File: src/rtl/rom_fetch_unit.sv
// Instruction fetch stage in front of a 1-cycle-latency instruction ROM.
// Issues sequential fetches, buffers returning words in a small skid FIFO, handles redirects.
module rom_fetch_unit #(
  parameter logic [31:0] RESET_PC   = 32'h0000_0000,
  parameter int          ROM_AW     = 10,
  parameter int          FIFO_DEPTH = 2
) (
  input  logic              clk,
  input  logic              reset,
  output logic [ROM_AW-1:0] rom_address,
  output logic              rom_chipselect,
  output logic              rom_clken,
  input  logic [31:0]       rom_readdata,
  input  logic              redirect_valid,
  input  logic [31:0]       redirect_pc,
  output logic              instr_valid,
  input  logic              instr_ready,
  output logic [31:0]       instr_data,
  output logic [31:0]       instr_pc
);

  localparam int              PW        = (FIFO_DEPTH > 1) ? $clog2(FIFO_DEPTH) : 1;
  localparam int              CW        = $clog2(FIFO_DEPTH + 1);
  localparam logic [CW:0]     DEPTH_L   = (CW+1)'(FIFO_DEPTH);
  localparam logic [PW-1:0]   LAST_L    = PW'(FIFO_DEPTH - 1);
  localparam logic [31:0]     RESET_PCA = RESET_PC & 32'hFFFF_FFFC;

  logic [31:0]   pc_q, pc_d;
  logic          inflight_q, inflight_d;
  logic [31:0]   inflight_pc_q, inflight_pc_d;
  logic [CW-1:0] count_q, count_d;
  logic [PW-1:0] rd_ptr_q, rd_ptr_d;
  logic [PW-1:0] wr_ptr_q, wr_ptr_d;
  logic [31:0]   data_q [FIFO_DEPTH];
  logic [31:0]   addr_q [FIFO_DEPTH];

  logic          pop;
  logic          push;
  logic          issue;
  logic [CW:0]   occupancy;
  logic          unused_redirect_lsbs;

  assign unused_redirect_lsbs = ^redirect_pc[1:0];

  function automatic logic [PW-1:0] ptr_inc(input logic [PW-1:0] p);
    return (p == LAST_L) ? '0 : p + PW'(1);
  endfunction

  // Occupancy counts the word still in flight so a returning response always has a slot.
  always_comb begin
    pop       = instr_valid & instr_ready;
    occupancy = {1'b0, count_q} + (CW+1)'(inflight_q) - (CW+1)'(pop);
    issue     = ~reset & ~redirect_valid & (occupancy < DEPTH_L);
    push      = inflight_q & ~redirect_valid;
  end

  always_comb begin
    pc_d          = pc_q;
    inflight_d    = issue;
    inflight_pc_d = inflight_pc_q;
    count_d       = count_q;
    rd_ptr_d      = rd_ptr_q;
    wr_ptr_d      = wr_ptr_q;
    if (issue) begin
      pc_d          = pc_q + 32'd4;
      inflight_pc_d = pc_q;
    end
    if (redirect_valid) begin
      pc_d     = {redirect_pc[31:2], 2'b00};
      count_d  = '0;
      rd_ptr_d = wr_ptr_q;
    end else begin
      count_d = count_q + CW'(push) - CW'(pop);
      if (pop)  rd_ptr_d = ptr_inc(rd_ptr_q);
      if (push) wr_ptr_d = ptr_inc(wr_ptr_q);
    end
  end

  always_ff @(posedge clk or posedge reset) begin
    if (reset) begin
      pc_q          <= RESET_PCA;
      inflight_q    <= 1'b0;
      inflight_pc_q <= '0;
      count_q       <= '0;
      rd_ptr_q      <= '0;
      wr_ptr_q      <= '0;
    end else begin
      pc_q          <= pc_d;
      inflight_q    <= inflight_d;
      inflight_pc_q <= inflight_pc_d;
      count_q       <= count_d;
      rd_ptr_q      <= rd_ptr_d;
      wr_ptr_q      <= wr_ptr_d;
    end
  end

  always_ff @(posedge clk or posedge reset) begin
    if (reset) begin
      for (int i = 0; i < FIFO_DEPTH; i++) begin
        data_q[i] <= '0;
        addr_q[i] <= '0;
      end
    end else if (push) begin
      data_q[wr_ptr_q] <= rom_readdata;
      addr_q[wr_ptr_q] <= inflight_pc_q;
    end
  end

  assign rom_address    = pc_q[ROM_AW+1:2];
  assign rom_chipselect = issue;
  assign rom_clken      = issue;
  assign instr_valid    = (count_q != '0);
  assign instr_data     = data_q[rd_ptr_q];
  assign instr_pc       = addr_q[rd_ptr_q];

endmodule
File: config.mk
export PLATFORM = sky130hd
export DESIGN_NAME = rom_fetch_unit
export DESIGN_NICKNAME = d
export VERILOG_FILES = /design/src/rtl/rom_fetch_unit.sv
export SDC_FILE = /design/constraint.sdc
export NUM_CORES = 1
export LEC_CHECK = 0
export BUFFER_PORTS_ARGS = -buffer_cell sky130_fd_sc_hd__buf_2
export CAP_MARGIN = 0
export CORE_MARGIN = 2
export CORE_UTILIZATION = 45
export CTS_BUF_LIST = sky130_fd_sc_hd__clkbuf_16
export DETAILED_ROUTE_END_ITERATION = 12
export PLACE_DENSITY_LB_ADDON = 0.3
export RECOVER_POWER = 100
export SYNTH_ARGS = -nofsm -noshare
export SYNTH_HDL_FRONTEND = slang
export SYNTH_SLANG_ARGS = --single-unit
File: constraint.sdc
create_clock -name clk -period 8.33 [get_ports clk]
set_clock_uncertainty 0.1 [all_clocks]
set_input_delay 0.833 -clock clk [delete_from_list [all_inputs] [get_ports clk]]
set_output_delay 0.833 -clock clk [all_outputs]
set_load 0.01 [all_outputs]
==> flow_metrics.py, run 1 <==
metrics = {
    "clock_network": {
        "cts.sinks": 189,
        "cts_setup_buffers": 0,
        "clockBufferDepth": 2,
        "clk-insertion-delay-late_ns": 0.42,
        "cts-buffers-inserted": 17,
        "cts_hold_buf": 0,
        "cts-resized-gates": 0,
        "cts_tree": "yes",
        "clock-root-buffer": "clkbuf_16",
        "cts.clk_slew.worst_paths_ns": 0.07,
        "htree_levels": 4,
    },
    "die": {
        "fp-row-count": 50,
        "die_area_um2": 20400,
        "dieWidth_um": 143,
        "coreArea_um2": 18800,
        "initial_core_util_pct": 46.0,
        "die_h_um": 143,
        "io_pins": 145,
    },
    "critical_path": {
        "crit_start": "redirect_valid",
        "cp-end-kind": "flop",
        "reg2reg_depth": 12,
        "crit_path_start_kind": "input port",
        "timing.rr.end": "pc_q[5]",
        "r2r_slack_ns": 3.82,
        "timing.rr.start": "count_q[1]",
        "worstPathArrival_ns": 6.12,
        "cp_data_required_time_ns": 8.53,
        "cp_max_fo": 52,
        "path_class": "in -> reg",
    },
    "final_layout": {
        "num-fill-cells": 1695,
        "drive_above_1_share_pct": 35.3,
        "final_common_cell": "dfrtp_1",
        "area_delta_synth_final_pct": 13.9,
        "mostFrequentLayoutCells": "dfrtp_1, mux2_2, nand2_1",
        "stdcell_count": 1087,
        "final_nets": 888,
        "num_antenna_cells": 0,
    },
    "sta": {
        "slew_viol_final": 398,
        "period_share_pct": 71.0,
        "worst_slew_pin_slew_ns": 4.99,
        "hold_viol_final": 0,
        "finalSetupViolCount": 0,
        "setup_tns_ns": 0,
        "fin_crit_ns": 5.92,
        "slew_headroom_pct": -235,
        "setup_slack_ns": 2.41,
        "max_freq_mhz": 169,
        "rsz0062_at_grt": "false",
    },
    "placement": {
        "place_hpwl_mm": 11.3,
        "dp_cells": 1056,
        "place.gp.congestion": 0.748,
        "dp_slack_ns": 3.72,
        "portBuffers": 140,
    },
    "hold_path": {
        "holdPathStages": 2,
        "hold_class": "reg -> reg",
        "hp-start": "addr_q[28]",
        "whs_endpoint": "addr_q[28]",
    },
    "drt": {
        "drt_iter0_drc": 299,
        "drt-total-wl_mm": 18.3,
        "dr.pass1.iters": 5,
        "dr_total_vias": 5732,
        "drc": 0,
        "avgRoutedWirePerCell_um": 16.8,
        "antenna_left": 0,
        "viasPerCell": 5.27,
    },
    "global_route": {
        "track_usage_pct": 18.4,
        "overflow": 0,
        "grt_pass1_vias": 5711,
        "grt_max_degree": 114,
        "grt_first_pass_wirelength_mm": 29.7,
        "antenna_found_initial": 2,
    },
    "power": {
        "powerDensity_nw_per_um2": 365,
        "ir_worst_vdd_mv": 0.189,
        "p_leak_uw": 0.00449,
    },
    "logic_synthesis": {
        "syn_area_um2": 8670,
        "ys.flop_type": "dfrtp_1",
        "yosysTopAreaCellShare_pct": 54.6,
        "synth_area_leaders": "dfrtp_1, mux2_2, nand2_1",
        "synth_edf_count": 0,
        "syn-instance-count": 702,
        "syn_area_per_cell_um2": 12.3,
        "synth_area_leader_cell": "dfrtp_1",
        "synth-seq-cells": 189,
        "seq_area_frac_synth_pct": 54.6,
        "ys_async_sr_fraction_pct": 100,
        "yosys_warnings": 0,
        "synth.distinct_cells": 51,
    },
    "outcome": {
        "failed_checks": "max-capacitance violations, max-slew violations",
        "run_status": "complete, but fails checks",
    },
    "flow_run": {
        "drv_cap": 6,
    },
}
[Yosys cell counts (3+ instances only)]
master,count
a21o_1,3
nor2_1,11
nand2b_1,5
o311ai_1,7
dfrtp_1,189
clkbuf_1,27
buf_4,14
mux2_2,186
o211ai_1,5
nand4_1,9
ha_1,4
nand3b_1,4
a221o_1,8
nor4_2,3
xor2_1,3
and4_1,3
nand2_1,113
o21ai_0,23
buf_2,7
nand3_1,13
a31oi_1,3
nor2b_1,7
mux2i_1,3
a21oi_1,4
inv_1,8
and2_1,3
xnor2_1,4
a22oi_1,3
[logic make-up (layout without fill, tap and decap cells)]
family | Yosys count | in the layout | synth area share, %
muxes | 189 | 189 | 24.5
DFF | 189 | 189 | 54.6
and+or+nand+nor | 187 | 187 | 10.6
AOI/OAI and AO/OA | 62 | 62 | 4.89
buffers and inverters | 62 | 186 | 3.81
xor gates and xnor gates | 7 | 7 | 0.707
adders and majority gates | 5 | 5 | 0.809
other | 1 | 2 | 0.0433
[worst max-delay path, stage by stage]
cell and delay, ns:
buf_2 0.07, clkbuf_1 1.65, nand3b_1 0.94, clkbuf_1 2.08, mux2_2 0.48
[cell type report]
| class | count | area [µm²] | area share (%) |
|---|---|---|---|
| flip-flops and latches | 189 | 4730 | 47.9 |
| clock buffers | 17 | 425 | 4.31 |
| multi-input cells | 452 | 3580 | 36.3 |
| clock inverters | 14 | 129 | 1.31 |
| inverters | 9 | 40.0 | 0.406 |
| well taps | 260 | 325 | 3.30 |
| repair buffers | 146 | 638 | 6.46 |
[metrics by stage]
step                      util (%)  hold WS [ns]  power (µW)  area (µm²)
after floorplan                  -         0.344        2490        8670
after global placement        50.3         0.365        2860        9470
after detailed placement      50.3         0.369        2910        9470
after CTS                     53.2         0.384        3690       10000
after global routing          52.4         0.413        3860        9870
final                         52.4         0.388        3610        9870
[registers in the layout, indices dropped and copies added, names as in the netlist]
| signal | count |
|---|---|
| inflight_pc_q | 30 |
| data_q | 64 |
| addr_q | 60 |
| count_q | 2 |
| pc_q | 30 |
| rd_ptr_q | 1 |
| wr_ptr_q | 1 |
| inflight_q | 1 |
[power by group]
group / internal, µW / total (µW) / leakage, µW / switching [µW]
combinational: 660 / 1260 / 0.00186 / 603
clock: 436 / 777 / 0.000275 / 341
sequential: 1310 / 1570 / 0.00236 / 255
[how the worst max path moves through the flow]
stage | endpoint | slack, ns | cells past startpoint
2_1_floorplan | addr_q[10] | 2.25 | 1
3_3_place_gp | rom_clken | 3.75 | 10
3_5_place_dp | rom_clken | 3.72 | 10
4_1_cts | rom_clken | 3.42 | 10
6_report | data_q[21] | 2.41 | 5
5_1_grt | addr_q[29] | 1.79 | 3
[layer usage]
layer / share of wire [%] / global-route usage, %
met5: 0.071 / 0
met3: 5.2 / 4.83
met4: 0.90 / 3.86
met2: 47 / 29.5
met1: 47 / 25.5
(Power assumes the default switching activity.)
==> inputs of run 2 (changes only) <==
==> constraint.sdc (replaced) <==
create_clock -name clk -period 5.7 [get_ports clk]
set_clock_uncertainty 0.1 [all_clocks]
set_input_delay 0.57 -clock clk [delete_from_list [all_inputs] [get_ports clk]]
set_output_delay 0.57 -clock clk [all_outputs]
set_load 0.01 [all_outputs]
==> run 2 against run 1 <==
The run still ends with max-capacitance violations, max-slew violations left. Utilization is 0.39 points higher. Final cell count is 0.46% higher. First-iteration DRC count is 14% higher. Design area is 0.75% higher. Sequential share of layout area is 0.34 points lower. Critical path depth is 1 higher. Routed wire length is 1.2% lower. Non-clock buffer count is 3 higher. Via count is 0.77% lower. Sequential power is 43% higher. Die area stayed put. Global-route usage is 0.057 points lower.
==> flow_metrics.py, run 2 (same netlist as run 1, synthesis figures left out) <==
metrics = {
    "outcome": {
        "run_status": "complete, but fails checks",
        "failed_checks": "max-capacitance violations, max-slew violations",
    },
    "die": {
        "coreArea_um2": 18800,
        "io_pins": 145,
        "fp-row-count": 50,
        "die_h_um": 143,
        "dieWidth_um": 143,
        "initial_core_util_pct": 46.0,
        "die_area_um2": 20400,
    },
    "power": {
        "switching_share_pct": 32.7,
        "power_frac_comb_pct": 34.8,
        "p_seq_share_pct": 42.0,
        "power_uw": 5360,
        "p_switching_uw": 1750,
        "ir_worst_vdd_mv": 0.303,
        "powerDensity_nw_per_um2": 539,
        "pwr-share-clk_pct": 23.2,
        "p_leak_uw": 0.00451,
        "internal-power_uw": 3610,
    },
    "clock_network": {
        "cts-resized-gates": 0,
        "cts.sinks": 189,
        "clock-root-buffer": "clkbuf_16",
        "cts-buffers-inserted": 17,
        "cts_setup_buffers": 0,
        "cts.clk_slew.worst_paths_ns": 0.07,
        "clockBufferDepth": 2,
        "htree_levels": 4,
        "cts_hold_buf": 0,
        "cts_tree": "yes",
        "clk-insertion-delay-late_ns": 0.42,
    },
    "flow_run": {
        "drv_cap": 8,
    },
    "global_route": {
        "antenna_found_initial": 1,
        "track_usage_pct": 18.4,
        "grt_pass1_vias": 5633,
        "overflow": 0,
        "grt_first_pass_wirelength_mm": 29.2,
        "use_met2_pct": 29.6,
        "grt_max_degree": 73,
        "met1_usage_pct": 25.5,
        "globalRouteMet3Util_pct": 3.82,
        "busiest_layer": "met2",
    },
    "sta": {
        "hold_viol_final": 0,
        "finalSetupViolCount": 0,
        "max_freq_mhz": 233,
        "setup_tns_ns": 0,
        "worst_slew_pin_slew_ns": 3.87,
        "holdWs_ns": 0.251,
        "slew_viol_final": 429,
        "slew_headroom_pct": -158,
        "rsz0062_at_grt": "false",
        "fin_crit_ns": 4.29,
        "period_share_pct": 75.2,
    },
    "critical_path": {
        "cp_max_fo": 51,
        "path_class": "in -> reg",
        "cp_common_cell": "clkbuf_1",
        "slowest_delay_ns": 1.31,
        "crit_start": "redirect_valid",
        "cp-end-kind": "flop",
        "worstPathArrival_ns": 4.49,
        "slowest_stage": "clkbuf_1",
        "crit_path_start_kind": "input port",
        "timing.rr.end": "pc_q[25]",
        "path_cells": "buf_2 -> clkbuf_1 -> nand2b_1 -> nor2_1 -> clkbuf_1 -> mux2_2",
        "reg2reg_depth": 11,
        "cp_data_required_time_ns": 5.90,
        "r2r_slack_ns": 1.53,
        "crit_end": "data_q[50]",
        "timing.rr.start": "count_q[1]",
    },
    "drt": {
        "avgRoutedWirePerCell_um": 16.5,
        "antenna_left": 0,
        "dr_total_vias": 5688,
        "drt-total-wl_mm": 18.1,
        "viasPerCell": 5.21,
        "drt_iter0_drc": 341,
        "dr.pass1.iters": 4,
        "drc": 0,
    },
    "final_layout": {
        "mostFrequentLayoutCells": "dfrtp_1, mux2_2, nand2_1",
        "final_util_pct": 52.8,
        "largest_reg_flops": 64,
        "area_delta_synth_final_pct": 14.8,
        "final_common_cell": "dfrtp_1",
        "stdcell_area_um2": 9950,
        "regMostFlops": "data_q",
        "final_nets": 891,
        "drive_above_1_share_pct": 35.5,
        "reg.largest.list": "data_q: 64 flops, addr_q: 60 flops",
    },
    "placement": {
        "placed_area_um2": 9480,
        "place_hpwl_mm": 11.4,
        "place.gp.congestion": 0.745,
        "portBuffers": 140,
    },
    "hold_path": {
        "hold_class": "in -> reg",
        "hp-start": "redirect_pc[2]",
    },
}
[run 2: how the worst min path moves through the flow]
| stage | slack (ns) | depth (start not counted) | endpoint |
|---|---|---|---|
| after floorplan | 0.34 | 2 | addr_q[28] |
| after global placement | 0.37 | 2 | addr_q[28] |
| after detailed placement | 0.39 | 1 | data_q[23] |
| after CTS | 0.24 | 3 | pc_q[11] |
| after global routing | 0.24 | 3 | pc_q[2] |
| final | 0.25 | 3 | pc_q[2] |
[run 2: cell type report]
type	instances	area, µm²
flip-flops and latches	189	4730
fillers	1667	8880
well taps	260	325
clock inverters	15	194
diodes	1	2.50
clock buffers	17	425
inverters	9	42.5
multi-input cells	452	3580
repair buffers	149	648
[run 2: through the flow]
stage | setup WS [ns] | cells
2_1_floorplan | 1.91 | 703
3_3_place_gp | 1.68 | 1059
3_5_place_dp | 1.64 | 1059
4_1_cts | 1.40 | 1091
5_1_grt | 0.807 | 1091
6_report | 1.41 | 1092
[run 2: worst max-delay path, delay by kind of cell]
family        cells  cell delay (ns)
buf+inv           3             2.22
simple gates      2             1.24
mux               1             0.44
[run 2: power by group through the flow]
stage,logic (µW),registers [µW],clock network (µW)
final,1860,2250,1240
after CTS,1970,2260,1280
after floorplan,1480,2160,0
after global routing,2070,2330,1340
after global placement,1930,2260,0
after detailed placement,1960,2280,0
[run 2: per-layer routing]
metal	share of wire, %	routed length (µm)
met5	0	0
met4	0.74	133
met3	5.0	903
met2	48	8590
met1	47	8430
